$ cat src/rtl/decode_sequencer.sv
// Byte-serial x86-style instruction decoder: walks prefix, opcode, ModRM, SIB,
// displacement and immediate bytes, then holds the decoded fields until taken.
module decode_sequencer #(
    parameter int unsigned MAX_LEN = 15
) (
    input  logic        clk,
    input  logic        reset,
    input  logic        in_valid,
    input  logic [7:0]  in_byte,
    output logic        in_ready,
    output logic [7:0]  tbl_idx,
    output logic        tbl_esc,
    input  logic [23:0] tbl_info,
    output logic        dec_valid,
    input  logic        dec_ready,
    output logic [7:0]  dec_opcode,
    output logic        dec_esc,
    output logic [23:0] dec_info,
    output logic [3:0]  dec_rex,
    output logic        dec_opsz16,
    output logic [1:0]  dec_rep,
    output logic        dec_lock,
    output logic [7:0]  dec_modrm,
    output logic [7:0]  dec_sib,
    output logic        dec_has_modrm,
    output logic        dec_has_sib,
    output logic [31:0] dec_disp,
    output logic [63:0] dec_imm,
    output logic [3:0]  dec_len,
    output logic        dec_err
);
    localparam int unsigned LEN_W = 4;
    localparam int unsigned CNT_W = 4;

    typedef enum logic [2:0] {
        S_PFX, S_OPC, S_MODRM, S_SIB, S_DISP, S_IMM, S_EMIT
    } state_t;

    typedef struct packed {
        logic [7:0]       opcode;
        logic             esc;
        logic [23:0]      info;
        logic [3:0]       rex;
        logic             opsz16;
        logic [1:0]       rep;
        logic             lock;
        logic [7:0]       modrm;
        logic [7:0]       sib;
        logic             has_modrm;
        logic             has_sib;
        logic [31:0]      disp;
        logic [63:0]      imm;
        logic [LEN_W-1:0] len;
        logic             err;
    } dec_t;

    state_t           r_state, w_state_nxt;
    dec_t             r_dec, w_dec_nxt;
    logic             r_valid, w_valid_nxt;
    logic [CNT_W-1:0] r_cnt, w_cnt_nxt;
    logic [CNT_W-1:0] r_disp_len, w_disp_len_nxt;
    logic [CNT_W-1:0] r_imm_len, w_imm_len_nxt;

    logic             w_opc_byte;
    logic             w_is_legacy;
    logic [1:0]       w_numop, w_kind1, w_kind2;
    logic             w_imm1, w_imm2, w_need_modrm;
    logic [CNT_W-1:0] w_opc_imm_len, w_mod_disp, w_cnt_inc;
    logic [1:0]       w_mod;
    logic [2:0]       w_rm;

    function automatic logic [CNT_W-1:0] imm_bytes(input logic [1:0] sz, input logic rex_w);
        case (sz)
            2'b00:   imm_bytes = CNT_W'(1);
            2'b01:   imm_bytes = CNT_W'(2);
            2'b10:   imm_bytes = CNT_W'(4);
            default: imm_bytes = rex_w ? CNT_W'(8) : CNT_W'(4);
        endcase
    endfunction

    // First non-empty trailing phase once ModRM/SIB are known.
    function automatic state_t tail_state(input logic [CNT_W-1:0] d_len, input logic [CNT_W-1:0] i_len);
        if (d_len != '0)      tail_state = S_DISP;
        else if (i_len != '0) tail_state = S_IMM;
        else                  tail_state = S_EMIT;
    endfunction

    assign w_is_legacy = in_byte inside {8'h66, 8'hF2, 8'hF3, 8'hF0,
                                         8'h26, 8'h2E, 8'h36, 8'h3E, 8'h64, 8'h65};
    assign w_numop       = tbl_info[22:21];
    assign w_kind1       = tbl_info[20:19];
    assign w_kind2       = tbl_info[18:17];
    assign w_need_modrm  = ((w_numop != 2'd0) && !w_kind1[1]) || ((w_numop >= 2'd2) && !w_kind2[1]);
    assign w_imm1        = (w_numop != 2'd0) && (w_kind1 == 2'b10);
    assign w_imm2        = (w_numop >= 2'd2) && (w_kind2 == 2'b10);
    assign w_opc_imm_len = w_imm1 ? imm_bytes(tbl_info[16:15], r_dec.rex[3]) :
                           w_imm2 ? imm_bytes(tbl_info[14:13], r_dec.rex[3]) : '0;
    assign w_mod         = in_byte[7:6];
    assign w_rm          = in_byte[2:0];
    assign w_mod_disp    = (w_mod == 2'b01) ? CNT_W'(1) : (w_mod == 2'b10) ? CNT_W'(4) : '0;
    assign w_cnt_inc     = r_cnt + CNT_W'(1);

    always_ff @(posedge clk or negedge reset) begin
        if (!reset) begin
            r_state    <= S_PFX;
            r_dec      <= '0;
            r_valid    <= 1'b0;
            r_cnt      <= '0;
            r_disp_len <= '0;
            r_imm_len  <= '0;
        end else begin
            r_state    <= w_state_nxt;
            r_dec      <= w_dec_nxt;
            r_valid    <= w_valid_nxt;
            r_cnt      <= w_cnt_nxt;
            r_disp_len <= w_disp_len_nxt;
            r_imm_len  <= w_imm_len_nxt;
        end
    end

    always_comb begin
        w_state_nxt    = r_state;
        w_dec_nxt      = r_dec;
        w_valid_nxt    = r_valid;
        w_cnt_nxt      = r_cnt;
        w_disp_len_nxt = r_disp_len;
        w_imm_len_nxt  = r_imm_len;
        w_opc_byte     = 1'b0;

        if (r_state == S_EMIT) begin
            if (dec_ready) begin
                w_state_nxt    = S_PFX;
                w_dec_nxt      = '0;
                w_valid_nxt    = 1'b0;
                w_cnt_nxt      = '0;
                w_disp_len_nxt = '0;
                w_imm_len_nxt  = '0;
            end
        end else if (in_valid) begin
            w_dec_nxt.len = r_dec.len + LEN_W'(1);
            case (r_state)
                S_PFX: begin
                    if (w_is_legacy) begin
                        w_dec_nxt.rex = '0;
                        case (in_byte)
                            8'h66:   w_dec_nxt.opsz16 = 1'b1;
                            8'hF3:   w_dec_nxt.rep    = 2'b01;
                            8'hF2:   w_dec_nxt.rep    = 2'b10;
                            8'hF0:   w_dec_nxt.lock   = 1'b1;
                            default: ;
                        endcase
                    end else if (in_byte[7:4] == 4'h4) begin
                        w_dec_nxt.rex = in_byte[3:0];
                    end else if (in_byte == 8'h0F) begin
                        w_dec_nxt.esc = 1'b1;
                        w_state_nxt   = S_OPC;
                    end else begin
                        w_opc_byte = 1'b1;
                    end
                end
                S_OPC: begin
                    if (in_byte == 8'h0F) w_dec_nxt.esc = 1'b1;
                    else                  w_opc_byte    = 1'b1;
                end
                S_MODRM: begin
                    w_dec_nxt.modrm     = in_byte;
                    w_dec_nxt.has_modrm = 1'b1;
                    w_cnt_nxt           = '0;
                    if ((w_mod != 2'b11) && (w_rm == 3'b100)) begin
                        w_disp_len_nxt = w_mod_disp;
                        w_state_nxt    = S_SIB;
                    end else begin
                        w_disp_len_nxt = ((w_mod == 2'b00) && (w_rm == 3'b101)) ? CNT_W'(4) : w_mod_disp;
                        w_state_nxt    = tail_state(w_disp_len_nxt, r_imm_len);
                    end
                end
                S_SIB: begin
                    w_dec_nxt.sib     = in_byte;
                    w_dec_nxt.has_sib = 1'b1;
                    if ((r_dec.modrm[7:6] == 2'b00) && (in_byte[2:0] == 3'b101))
                        w_disp_len_nxt = CNT_W'(4);
                    w_state_nxt = tail_state(w_disp_len_nxt, r_imm_len);
                end
                S_DISP: begin
                    // A lone disp8 is the only displacement that needs sign extension.
                    if (r_disp_len == CNT_W'(1))
                        w_dec_nxt.disp = {{24{in_byte[7]}}, in_byte};
                    else
                        w_dec_nxt.disp = r_dec.disp | (32'(in_byte) << {r_cnt[1:0], 3'b000});
                    w_cnt_nxt = w_cnt_inc;
                    if (w_cnt_inc == r_disp_len) begin
                        w_cnt_nxt   = '0;
                        w_state_nxt = (r_imm_len != '0) ? S_IMM : S_EMIT;
                    end
                end
                S_IMM: begin
                    w_dec_nxt.imm = r_dec.imm | (64'(in_byte) << {r_cnt[2:0], 3'b000});
                    w_cnt_nxt     = w_cnt_inc;
                    if (w_cnt_inc == r_imm_len) w_state_nxt = S_EMIT;
                end
                default: ;
            endcase

            if (w_opc_byte) begin
                w_dec_nxt.opcode = in_byte;
                w_dec_nxt.info   = tbl_info;
                w_cnt_nxt        = '0;
                if (tbl_info == '0) begin
                    w_dec_nxt.err = 1'b1;
                    w_state_nxt   = S_EMIT;
                end else begin
                    w_imm_len_nxt = w_opc_imm_len;
                    w_state_nxt   = w_need_modrm ? S_MODRM : tail_state('0, w_opc_imm_len);
                end
            end

            // Length overrun terminates the instruction with an error.
            if ((w_state_nxt != S_EMIT) && (w_dec_nxt.len == LEN_W'(MAX_LEN))) begin
                w_dec_nxt.err = 1'b1;
                w_state_nxt   = S_EMIT;
            end
            w_valid_nxt = (w_state_nxt == S_EMIT);
        end
    end

    assign in_ready      = (r_state != S_EMIT);
    assign tbl_idx       = ((r_state == S_PFX) || (r_state == S_OPC)) ? in_byte : 8'h00;
    assign tbl_esc       = r_dec.esc;
    assign dec_valid     = r_valid;
    assign dec_opcode    = r_dec.opcode;
    assign dec_esc       = r_dec.esc;
    assign dec_info      = r_dec.info;
    assign dec_rex       = r_dec.rex;
    assign dec_opsz16    = r_dec.opsz16;
    assign dec_rep       = r_dec.rep;
    assign dec_lock      = r_dec.lock;
    assign dec_modrm     = r_dec.modrm;
    assign dec_sib       = r_dec.sib;
    assign dec_has_modrm = r_dec.has_modrm;
    assign dec_has_sib   = r_dec.has_sib;
    assign dec_disp      = r_dec.disp;
    assign dec_imm       = r_dec.imm;
    assign dec_len       = r_dec.len;
    assign dec_err       = r_dec.err;

endmodule

$ cat config.mk
export PLATFORM = sky130hd
export DESIGN_NAME = decode_sequencer
export DESIGN_NICKNAME = d
export VERILOG_FILES = /design/src/rtl/decode_sequencer.sv
export SDC_FILE = /design/constraint.sdc
export NUM_CORES = 1
export LEC_CHECK = 0
export ABC_AREA = 0
export BUFFER_PORTS_ARGS = -buffer_cell sky130_fd_sc_hd__buf_2
export CAP_MARGIN = 20
export CELL_PAD_IN_SITES_DETAIL_PLACEMENT = 0
export CELL_PAD_IN_SITES_GLOBAL_PLACEMENT = 1
export CORE_ASPECT_RATIO = 0.75
export CORE_MARGIN = 4
export CORE_UTILIZATION = 29
export DETAILED_ROUTE_END_ITERATION = 10
export GPL_TIMING_DRIVEN = 1
export PLACE_DENSITY_LB_ADDON = 0.05
export SLEW_MARGIN = 20
export SYNTH_ARGS = -nofsm -noshare
export SYNTH_HDL_FRONTEND = slang
export SYNTH_SLANG_ARGS = --single-unit
$ cat constraint.sdc
create_clock -name clk -period 2 [get_ports clk]
set_input_delay 0.1 -clock clk [delete_from_list [all_inputs] [get_ports clk]]
set_output_delay 0.1 -clock clk [all_outputs]
set_load 0.02 [all_outputs]
[After elaboration in Yosys (flattened, before gate mapping)]
Cells that the tools add are included.
Cells by class
  bitwise operators: 2
  muxes and demuxes: 84
  multipliers: 0
  add/sub/neg operators: 2
  reductions and logical operators: 56
  order comparisons: 1
  shift operators: 2
  equality and inequality tests: 40
  divide/modulo/power cells: 0
Operators by type and width (number)
  160-bit two-way mux: 3
  4-bit two-way mux: 21
  3-bit two-way mux: 23
  32-bit two-way mux: 2
  64-bit two-way mux: 1
  64-bit OR: 1
  8-bit by 6-bit << shifter with 64-bit output: 1
  8-bit two-way mux: 5
  4-bit case mux with 3 select lines: 3
  8-bit by 6-bit == test with 1-bit output, second input constant: 4
  32-bit OR: 1
  8-bit by 5-bit << shifter with 32-bit output: 1
  8-bit by 7-bit == test with 1-bit output, second input constant: 3
  8-bit == test, second input constant: 3
  24-bit logical NOT: 1
  24-bit two-way mux: 1
  2-bit nonzero test: 11
  3-bit AND reduction: 7
  5-bit AND reduction: 4
  3-bit == test, second input constant: 6
  1-bit two-way mux: 18
  3-bit nonzero test: 6
  4-bit nonzero test: 4
  3-bit case mux with 5 select lines: 1
  other kinds (26): 56
Word-level totals
  output and inout port bits: 171
  register bits: 176
  memory bits (read-only): 0
  logic and storage cells: 207
  RAM bits: 0
  memories kept: 0
  bits in latches: 0

[Longest topological paths before layout]
Gate-level depths: netlist (run 1).
  depth in word-level cells: 20
  gate-level depth with buffers: 10

[Worst setup path after synthesis (run 1)]
Ideal clock, no wire load.
  kind: register to register
  from: register r_cnt[1]
  to: register r_state[1]
  stages on the path, launching flop included: 9
  data required time: 1.876 ns
  library setup time: 0.124 ns
  setup slack: -0.195 ns
  data arrival time: 2.071 ns
  cell sequence: dfrtp_1 -> ha_1 -> xnor2_1 -> nand2_1 -> or4_1 -> o211a_1 -> a21oi_1 -> nor3_2 -> a211o_1
Between the ends
  longest elaborated chain between the ends: 14
RTL lines
  from (decl): RTL line 60  | logic [CNT_W-1:0] r_cnt, w_cnt_nxt;
  from (signal assigned): RTL line 115  | r_cnt <= w_cnt_nxt;
  4-bit by 1-bit adder with 4-bit output *: RTL line 101  | assign w_cnt_inc = r_cnt + CNT_W'(1);
  4-bit == test (on tied branches): RTL line 199, 191
  3-bit two-way mux (on tied branches): RTL line 199, 191
  3-bit case mux with 5 select lines *: RTL line 141  | case (r_state)
  3-bit two-way mux *: RTL line 204  | if (w_opc_byte) begin
  3-bit two-way mux *: RTL line 139  | end else if (in_valid) begin
  3-bit two-way mux *: RTL line 130  | if (r_state == S_EMIT) begin
  3-bit != test: RTL line 218  | if ((w_state_nxt != S_EMIT) && (w_dec_nxt.len == LEN_W'(MAX_LEN))) begin
  1-bit logical AND: RTL line 218
  3-bit two-way mux *: RTL line 218
  3-bit two-way mux *: RTL line 139
  3-bit two-way mux *: RTL line 130
  3-bit two-way mux *: RTL line 139
  3-bit two-way mux *: RTL line 130
  to (signal assigned): RTL line 112  | r_state <= w_state_nxt;
  to (decl): RTL line 57  | state_t r_state, w_state_nxt;
Every way passes the cells marked *; elsewhere a longest branch is shown, timed or not. The select of a mux whose other input is x is not followed.
A chain may end at the register's enable or synchronous reset.

[Final worst setup path (run 1)]
  from: register r_cnt[0]
  to: register r_dec (netlist bit dec_err)
Between the ends
  longest elaborated chain between the ends: 12
RTL lines
  4-bit by 1-bit adder with 4-bit output *: RTL line 101
  4-bit == test (on tied branches): RTL line 199, 191
  3-bit two-way mux (on tied branches): RTL line 199, 191
  3-bit case mux with 5 select lines *: RTL line 141
  3-bit two-way mux *: RTL line 204
  3-bit two-way mux *: RTL line 139
  3-bit two-way mux *: RTL line 130
  3-bit != test *: RTL line 218
  1-bit logical AND *: RTL line 218
  1-bit two-way mux: RTL line 218
  160-bit two-way mux: RTL line 139
  160-bit two-way mux: RTL line 130
  to (signal assigned): RTL line 113  | r_dec <= w_dec_nxt;
  to (decl): RTL line 58  | dec_t r_dec, w_dec_nxt;
Marks and branches as above.

==> results.sh, run 1 <==
export IMPL_max_slew_margin_rel=0.688
export IMPL_maximum_number_of_pins_on_one_net_before_global_route_repair=66
export IMPL_fin_tns_setup_ns=-0.383
export IMPL_max_slew_worst_pin_slew_ns=0.462
export IMPL_worstSkewPairLatency_ns=0.44
export IMPL_timing_max_cap_violations=0
export IMPL_groute_usage_overall=0.197
export IMPL_timing_setup_critical_path_class="flop to flop"
export IMPL_synthesis_area_um2=8010
export IMPL_violations_in_the_final_reports="setup timing"
export IMPL_design_die_area_um2=30400
export IMPL_floorplan_die_height_um=152
export IMPL_rsz0062_at_grt="true"
export IMPL_worst_r2r_setup_slack_ns=-0.19
export IMPL_seq_total_area_yosys=0.550
export IMPL_chipWidth_um=200
export IMPL_timing_critical_path_arrival_ns=2.51
export IMPL_tritoncts_num_buffers=17
export IMPL_firstDrtPassIters=5
export IMPL_grt_first_pass_wirelength_um=46900
export IMPL_most_common_library_cell_in_the_layout_ignoring_fill_and_taps="sky130_fd_sc_hd__buf_2"
export IMPL_synthFlopType="sky130_fd_sc_hd__dfrtp_1"
export IMPL_final_area_um2=11400
export IMPL_synth_async_reset_ratio=1.00
export IMPL_wl_per_cell_um=20.4
export IMPL_post_route_drc_count=0
export IMPL_worst_endpoint_required_ns=2.32
export IMPL_cts_root_buffer_cell="sky130_fd_sc_hd__clkbuf_16"
export IMPL_synth_largest_area_cell="sky130_fd_sc_hd__dfrtp_1"
export IMPL_dr_first_iter_drc_count=346
export IMPL_cts_tree="yes"
export IMPL_fin_worst_skew_ns=0.0111
export IMPL_num_antenna_cells=0
export IMPL_setup_viol=4
export IMPL_hold_path_startpoint="in_byte[6]"
export IMPL_clk_transition_reported_paths_ns=0.08
export IMPL_cts_path_max_buffers=2
export IMPL_dp_slack_ns=-0.193
export IMPL_postSynthNetCount=870
export IMPL_worstReg2RegEnd="dec_err$_DFFE_PN0P_"
export IMPL_maxClockFrequency_mhz=458
export IMPL_layout_drive_gt1_share=0.367
export IMPL_nets=1170
export IMPL_post_synth_inst_count=831
export IMPL_timing_hold_ws_ns=0.0701
export IMPL_design_portCount=207
export IMPL_path_max_fanout=3
export IMPL_ys_warn_count=0
export IMPL_initial_core_util=0.296
export IMPL_cts_max_level=4
export IMPL_gpl_wtd_cong=0.796
export IMPL_maxSlewViolCount=0
export IMPL_netlist_top_cells_area="sky130_fd_sc_hd__dfrtp_1 (55%), sky130_fd_sc_hd__nand2_1 (6.1%), sky130_fd_sc_hd__a31oi_1 (4.8%)"
export IMPL_area_delta_synth_final_pct=41.9
export IMPL_worst_r2r_path_depth=8
export IMPL_critical_path_reg2reg_startpoint="r_cnt[0]$_DFFE_PN0P_"
export IMPL_finalCriticalPeriod_ns=2.19
export IMPL_min_delay_path_class="input pin to flop"
export IMPL_dpl_instance_area_um2=10000
export IMPL_synthDistinctLibCells=61
export IMPL_rows=52
export IMPL_synth_edf_count=0
export IMPL_power_leakage_nw=5.73
export IMPL_synth_top_cell_area_share=0.550
export IMPL_design_core_area_um2=27100
export IMPL_timing_final_ws_setup_ns=-0.186
export IMPL_hold_viol=0
export IMPL_layout_cells_most_common_list="sky130_fd_sc_hd__buf_2 (206), sky130_fd_sc_hd__dfrtp_1 (175), sky130_fd_sc_hd__nand2_1 (109)"
export IMPL_holdPathEnd="dec_modrm[6]$_DFFE_PN0P_"
export IMPL_whs_path_cells=3
export IMPL_number_of_buffer_cells_added_on_primary_ports=206
export IMPL_final_min_period_over_clock_period=1.09
export IMPL_p_per_area_nw_per_um2=1530
export IMPL_antenna_found_initial=0
export IMPL_route_detailed_vias_per_inst=5.00
export IMPL_hpwl_um=20600
export IMPL_globalRouteOverflowTotal=0
export IMPL_grt_pass1_vias=7574
export IMPL_final_antenna_net_count=0
export IMPL_yosys_register_bits=176
export IMPL_cts_sink_count=176
export IMPL_finalWirelength_um=30600
export IMPL_critical_path_endpoint_type="flop"
export IMPL_power_ir_vdd_worst_v=0.000739
export IMPL_status="finished, violations left"
export IMPL_setup_worst_path_start_class="flop"
export IMPL_syn_avg_cell_area_um2=9.64
export IMPL_num_vias=7478
## per-layer routing
metal,share of wire,routed length (um),global-route usage
met1,0.49,14900,0.289
met4,0.0078,239,0.0362
met2,0.46,13900,0.294
met3,0.049,1510,0.0534
met5,0,0,0
## power by group
group	switching [mW]	internal, mW
clock network	1.64	1.68
logic	5.05	3.48
registers	0.819	4.68
total	7.51	9.85
## synthesized netlist by cell type, types with 7 or more instances
cell type / count
sky130_fd_sc_hd__nand2_1: 131
sky130_fd_sc_hd__nand3_1: 33
sky130_fd_sc_hd__o21a_1: 24
sky130_fd_sc_hd__nor2b_1: 9
sky130_fd_sc_hd__a21oi_1: 47
sky130_fd_sc_hd__nand2b_1: 8
sky130_fd_sc_hd__nor2_1: 92
sky130_fd_sc_hd__a22o_1: 17
sky130_fd_sc_hd__and2_1: 14
sky130_fd_sc_hd__nor3_1: 7
sky130_fd_sc_hd__clkbuf_1: 46
sky130_fd_sc_hd__inv_1: 10
sky130_fd_sc_hd__nor4_1: 10
sky130_fd_sc_hd__dfrtp_1: 176
sky130_fd_sc_hd__buf_2: 14
sky130_fd_sc_hd__a31oi_1: 61
sky130_fd_sc_hd__a22oi_1: 10
sky130_fd_sc_hd__o21ai_0: 32
## cells by family after synthesis
family,Yosys count,synth area share
simple gates,326,0.187
compound gates,224,0.183
flops,176,0.550
buf+inv,79,0.0439
xor+xnor,12,0.0169
mux,11,0.0145
fa+ha+maj,3,0.00469
## state kept, by name, summed over array words and instances (netlist names), 2 cells and up
signal and flops:
r_disp_len 4, r_cnt 4, r_state 3, dec_sib 8, dec_opcode 8, dec_modrm 8
dec_disp 32, dec_len 4, dec_info 24, dec_rep 2, dec_imm 64, r_imm_len 4
dec_rex 4
## worst max path at each step
stage	start	end	slack, ns	cells after the start
after floorplan	r_cnt[1]$_DFFE_PN0P_	dec_err$_DFFE_PN0P_	-0.08	8
after global placement	r_cnt[1]$_DFFE_PN0P_	dec_err$_DFFE_PN0P_	-0.18	8
after detailed placement	r_cnt[1]$_DFFE_PN0P_	dec_err$_DFFE_PN0P_	-0.19	8
after CTS	r_cnt[0]$_DFFE_PN0P_	dec_err$_DFFE_PN0P_	-0.17	8
after global routing	r_cnt[0]$_DFFE_PN0P_	dec_err$_DFFE_PN0P_	-0.26	8
final	r_cnt[0]$_DFFE_PN0P_	dec_err$_DFFE_PN0P_	-0.19	8
## through the flow
stage          cells   util  power [mW]
2_1_floorplan    831      -        9.85
3_3_place_gp    1420  0.371        12.9
3_5_place_dp    1420  0.371        13.0
4_1_cts         1479  0.402        16.5
5_1_grt         1495  0.420        18.5
6_report        1495  0.420        17.4
## what timing repair did
action | CTS | global route
endpoints found under the setup margin | 26 | 73
hold buffers | 26 | 0
endpoints found under the hold margin | 92 | 0
pin swaps | 6 | 19
cloned | 0 | 5
gates resized for setup | 4 | 68
buffers inserted | 1 | 11
## critical path, stage by stage, from the launching register on
cell                      delay, ns
sky130_fd_sc_hd__dfrtp_1       0.43
sky130_fd_sc_hd__ha_4          0.32
sky130_fd_sc_hd__xnor2_2       0.11
sky130_fd_sc_hd__nand2_2       0.08
sky130_fd_sc_hd__or4_4         0.49
sky130_fd_sc_hd__o211a_4       0.17
sky130_fd_sc_hd__a21oi_4       0.17
sky130_fd_sc_hd__nor3_2        0.06
sky130_fd_sc_hd__a221o_1       0.25
## cell type report
class / count / area (um^2)
clock buffer: 19 / 443
sequential: 176 / 4410
timing repair buffer: 350 / 2380
tap: 351 / 439
inverter: 10 / 41.3
clock inverter: 13 / 116
fill: 2786 / 15700
multi-input combinational: 576 / 3540
(Power assumes the default switching activity.)
==> run 2: changes to the inputs <==
- BUFFER_PORTS_ARGS: -buffer_cell sky130_fd_sc_hd__buf_2 -> -buffer_cell sky130_fd_sc_hd__buf_4
==> run 2 against run 1 <==
The flow still finishes with violations (setup timing); non-clock buffer count down 25; combinational power down 3.0%; clock-buffer cell count up 2; sequential share of layout area down 0.49 points; critical endpoint is now r_state[1]$_DFFE_PN0P_; flip-flop and latch count unchanged; critical path type unchanged; die area unchanged; global-route usage down 0.30 points.
==> results.sh, run 2 (synthesized netlist as in run 1, its figures left out) <==
export IMPL_timing_max_cap_violations=0
export IMPL_post_route_drc_count=0
export IMPL_critical_path_cell_count=8
export IMPL_path_max_fanout=4
export IMPL_timing_critical_path_arrival_ns=2.51
export IMPL_firstDrtPassIters=5
export IMPL_worstReg2RegEnd="r_state[1]$_DFFE_PN0P_"
export IMPL_largest_reg_flops=64
export IMPL_route_detailed_vias_per_inst=4.96
export IMPL_grt_first_pass_wirelength_um=46100
export IMPL_n_fill_cell=2695
export IMPL_status="finished, violations left"
export IMPL_min_delay_path_class="input pin to flop"
export IMPL_worst_r2r_path_depth=8
export IMPL_layout_cells_most_common_list="sky130_fd_sc_hd__buf_4 (287), sky130_fd_sc_hd__dfrtp_1 (174), sky130_fd_sc_hd__nand2_1 (131)"
export IMPL_groute_usage_overall=0.194
export IMPL_num_antenna_cells=0
export IMPL_chipWidth_um=200
export IMPL_num_vias=7285
export IMPL_final_antenna_net_count=0
export IMPL_hold_viol=0
export IMPL_nets=1145
export IMPL_design_portCount=207
export IMPL_cts_tree="yes"
export IMPL_critPathBufInv=0
export IMPL_cts_root_buffer_cell="sky130_fd_sc_hd__clkbuf_16"
export IMPL_globalRouteOverflowTotal=0
export IMPL_initial_core_util=0.296
export IMPL_critical_path_reg2reg_startpoint="r_cnt[0]$_DFFE_PN0P_"
export IMPL_cts_sink_count=176
export IMPL_critical_path_endpoint_type="flop"
export IMPL_p_per_area_nw_per_um2=1510
export IMPL_design_die_area_um2=30400
export IMPL_finalWirelength_um=29600
export IMPL_tritoncts_num_buffers=17
export IMPL_rows=52
export IMPL_worstSkewPairLatency_ns=0.43
export IMPL_cp_top_family="compound AO/OA/AOI/OAI gates"
export IMPL_setup_viol=4
export IMPL_power_ir_vdd_worst_v=0.000625
export IMPL_clk_transition_reported_paths_ns=0.07
export IMPL_gpl_wtd_cong=0.804
export IMPL_layout_drive_gt1_share=0.325
export IMPL_max_slew_margin_rel=0.666
export IMPL_crit_path_start="r_cnt[0]$_DFFE_PN0P_"
export IMPL_cts_max_level=4
export IMPL_maxClockFrequency_mhz=455
export IMPL_maxSlewViolCount=0
export IMPL_critical_path_sink="r_state[1]$_DFFE_PN0P_"
export IMPL_most_common_library_cell_in_the_layout_ignoring_fill_and_taps="sky130_fd_sc_hd__buf_4"
export IMPL_place_detailed_instances=1405
export IMPL_dp_slack_ns=-0.165
export IMPL_worst_path_largest_cell_delay_ns=0.47
export IMPL_design_core_area_um2=27100
export IMPL_rsz0062_at_grt="true"
export IMPL_timing_setup_critical_path_class="flop to flop"
export IMPL_number_of_buffer_cells_added_on_primary_ports=206
export IMPL_setup_worst_path_start_class="flop"
export IMPL_final_util=0.425
export IMPL_final_min_period_over_clock_period=1.10
export IMPL_fin_tns_setup_ns=-0.530
export IMPL_dr_first_iter_drc_count=446
export IMPL_cts_path_max_buffers=2
export IMPL_fin_worst_skew_ns=0.00813
export IMPL_worstPathCellList="ha_4 -> xnor2_2 -> nand2_1 -> or4_1 -> o211a_1 -> a21oi_2 -> nor3_2 -> a211o_1"
export IMPL_max_slew_worst_pin_slew_ns=0.501
export IMPL_instances_no_fill=1470
export IMPL_slowest_stage="sky130_fd_sc_hd__or4_1"
export IMPL_hpwl_um=20600
export IMPL_floorplan_die_height_um=152
export IMPL_timing_final_ws_setup_ns=-0.196
export IMPL_finalCriticalPeriod_ns=2.20
export IMPL_wl_per_cell_um=20.1
export IMPL_worst_endpoint_required_ns=2.31
export IMPL_antenna_found_initial=0
export IMPL_worst_r2r_setup_slack_ns=-0.20
export IMPL_violations_in_the_final_reports="setup timing"
export IMPL_grt_pass1_vias=7340
export IMPL_area_delta_synth_final_pct=43.7
export IMPL_maximum_number_of_pins_on_one_net_before_global_route_repair=66
export IMPL_power_leakage_nw=5.63
## run 2: per-layer routing
| layer | vias to the layer above | track usage | part of all wire |
|---|---|---|---|
| met5 | - | 0 | 0 |
| met4 | 0 | 0.0382 | 0.0072 |
| met2 | 161 | 0.285 | 0.45 |
| met3 | 16 | 0.0538 | 0.062 |
| met1 | 3643 | 0.287 | 0.48 |
| li1 | 3465 | - | - |
## run 2: final cells by class
class	count	area [um^2]	area share
Inverter	10	37.5	0.00326
Clock buffer	21	460	0.0400
Clock inverter	11	151	0.0131
Sequential cell	176	4410	0.383
Tap cell	351	439	0.0381
Timing Repair Buffer	325	2620	0.228
Multi-Input combinational cell	576	3400	0.295
## run 2: metrics by stage
| step | instance area (um^2) | power [mW] | hold slack (ns) |
|---|---|---|---|
| floorplan | 8040 | 9.85 | -0.196 |
| global route | 11500 | 18.5 | 0.0478 |
| finish | 11500 | 17.4 | 0.0277 |
| global placement | 10500 | 13.5 | 0.116 |
| detailed placement | 10500 | 13.6 | 0.115 |
| CTS | 11400 | 17.3 | 0.00651 |
## run 2: report_power, final
part	switching, mW	internal, mW
sequential	0.828	4.69
clock	1.52	2.06
combinational	4.70	3.57
total	7.05	10.3
## run 2: how the worst min path moves through the flow
stage               start                       to  cells past startpoint
5_1_grt        in_byte[2]  dec_imm[58]$_DFFE_PN0P_                      3
3_5_place_dp        reset   dec_rep[0]$_DFFE_PN0P_                      1
4_1_cts        in_byte[6]  dec_disp[6]$_DFFE_PN0P_                      3
2_1_floorplan       reset  dec_disp[0]$_DFFE_PN0P_                      0
3_3_place_gp        reset  dec_disp[4]$_DFFE_PN0P_                      1
6_report       in_byte[6]  dec_disp[6]$_DFFE_PN0P_                      3
## run 2: repair_timing
action	4_1_cts	5_1_grt
resized for setup	5	15
hold buffers	28	0
setup endpoints to repair	7	45
cloned	0	0
buffers inserted	1	4
pin swaps	2	8
endpoints found under the hold margin	78	0
## run 2: worst min-delay path, delay by kind of cell
kind | cells | cell delay, ns
buf+inv | 1 | 0.12
compound gates | 2 | 0.19
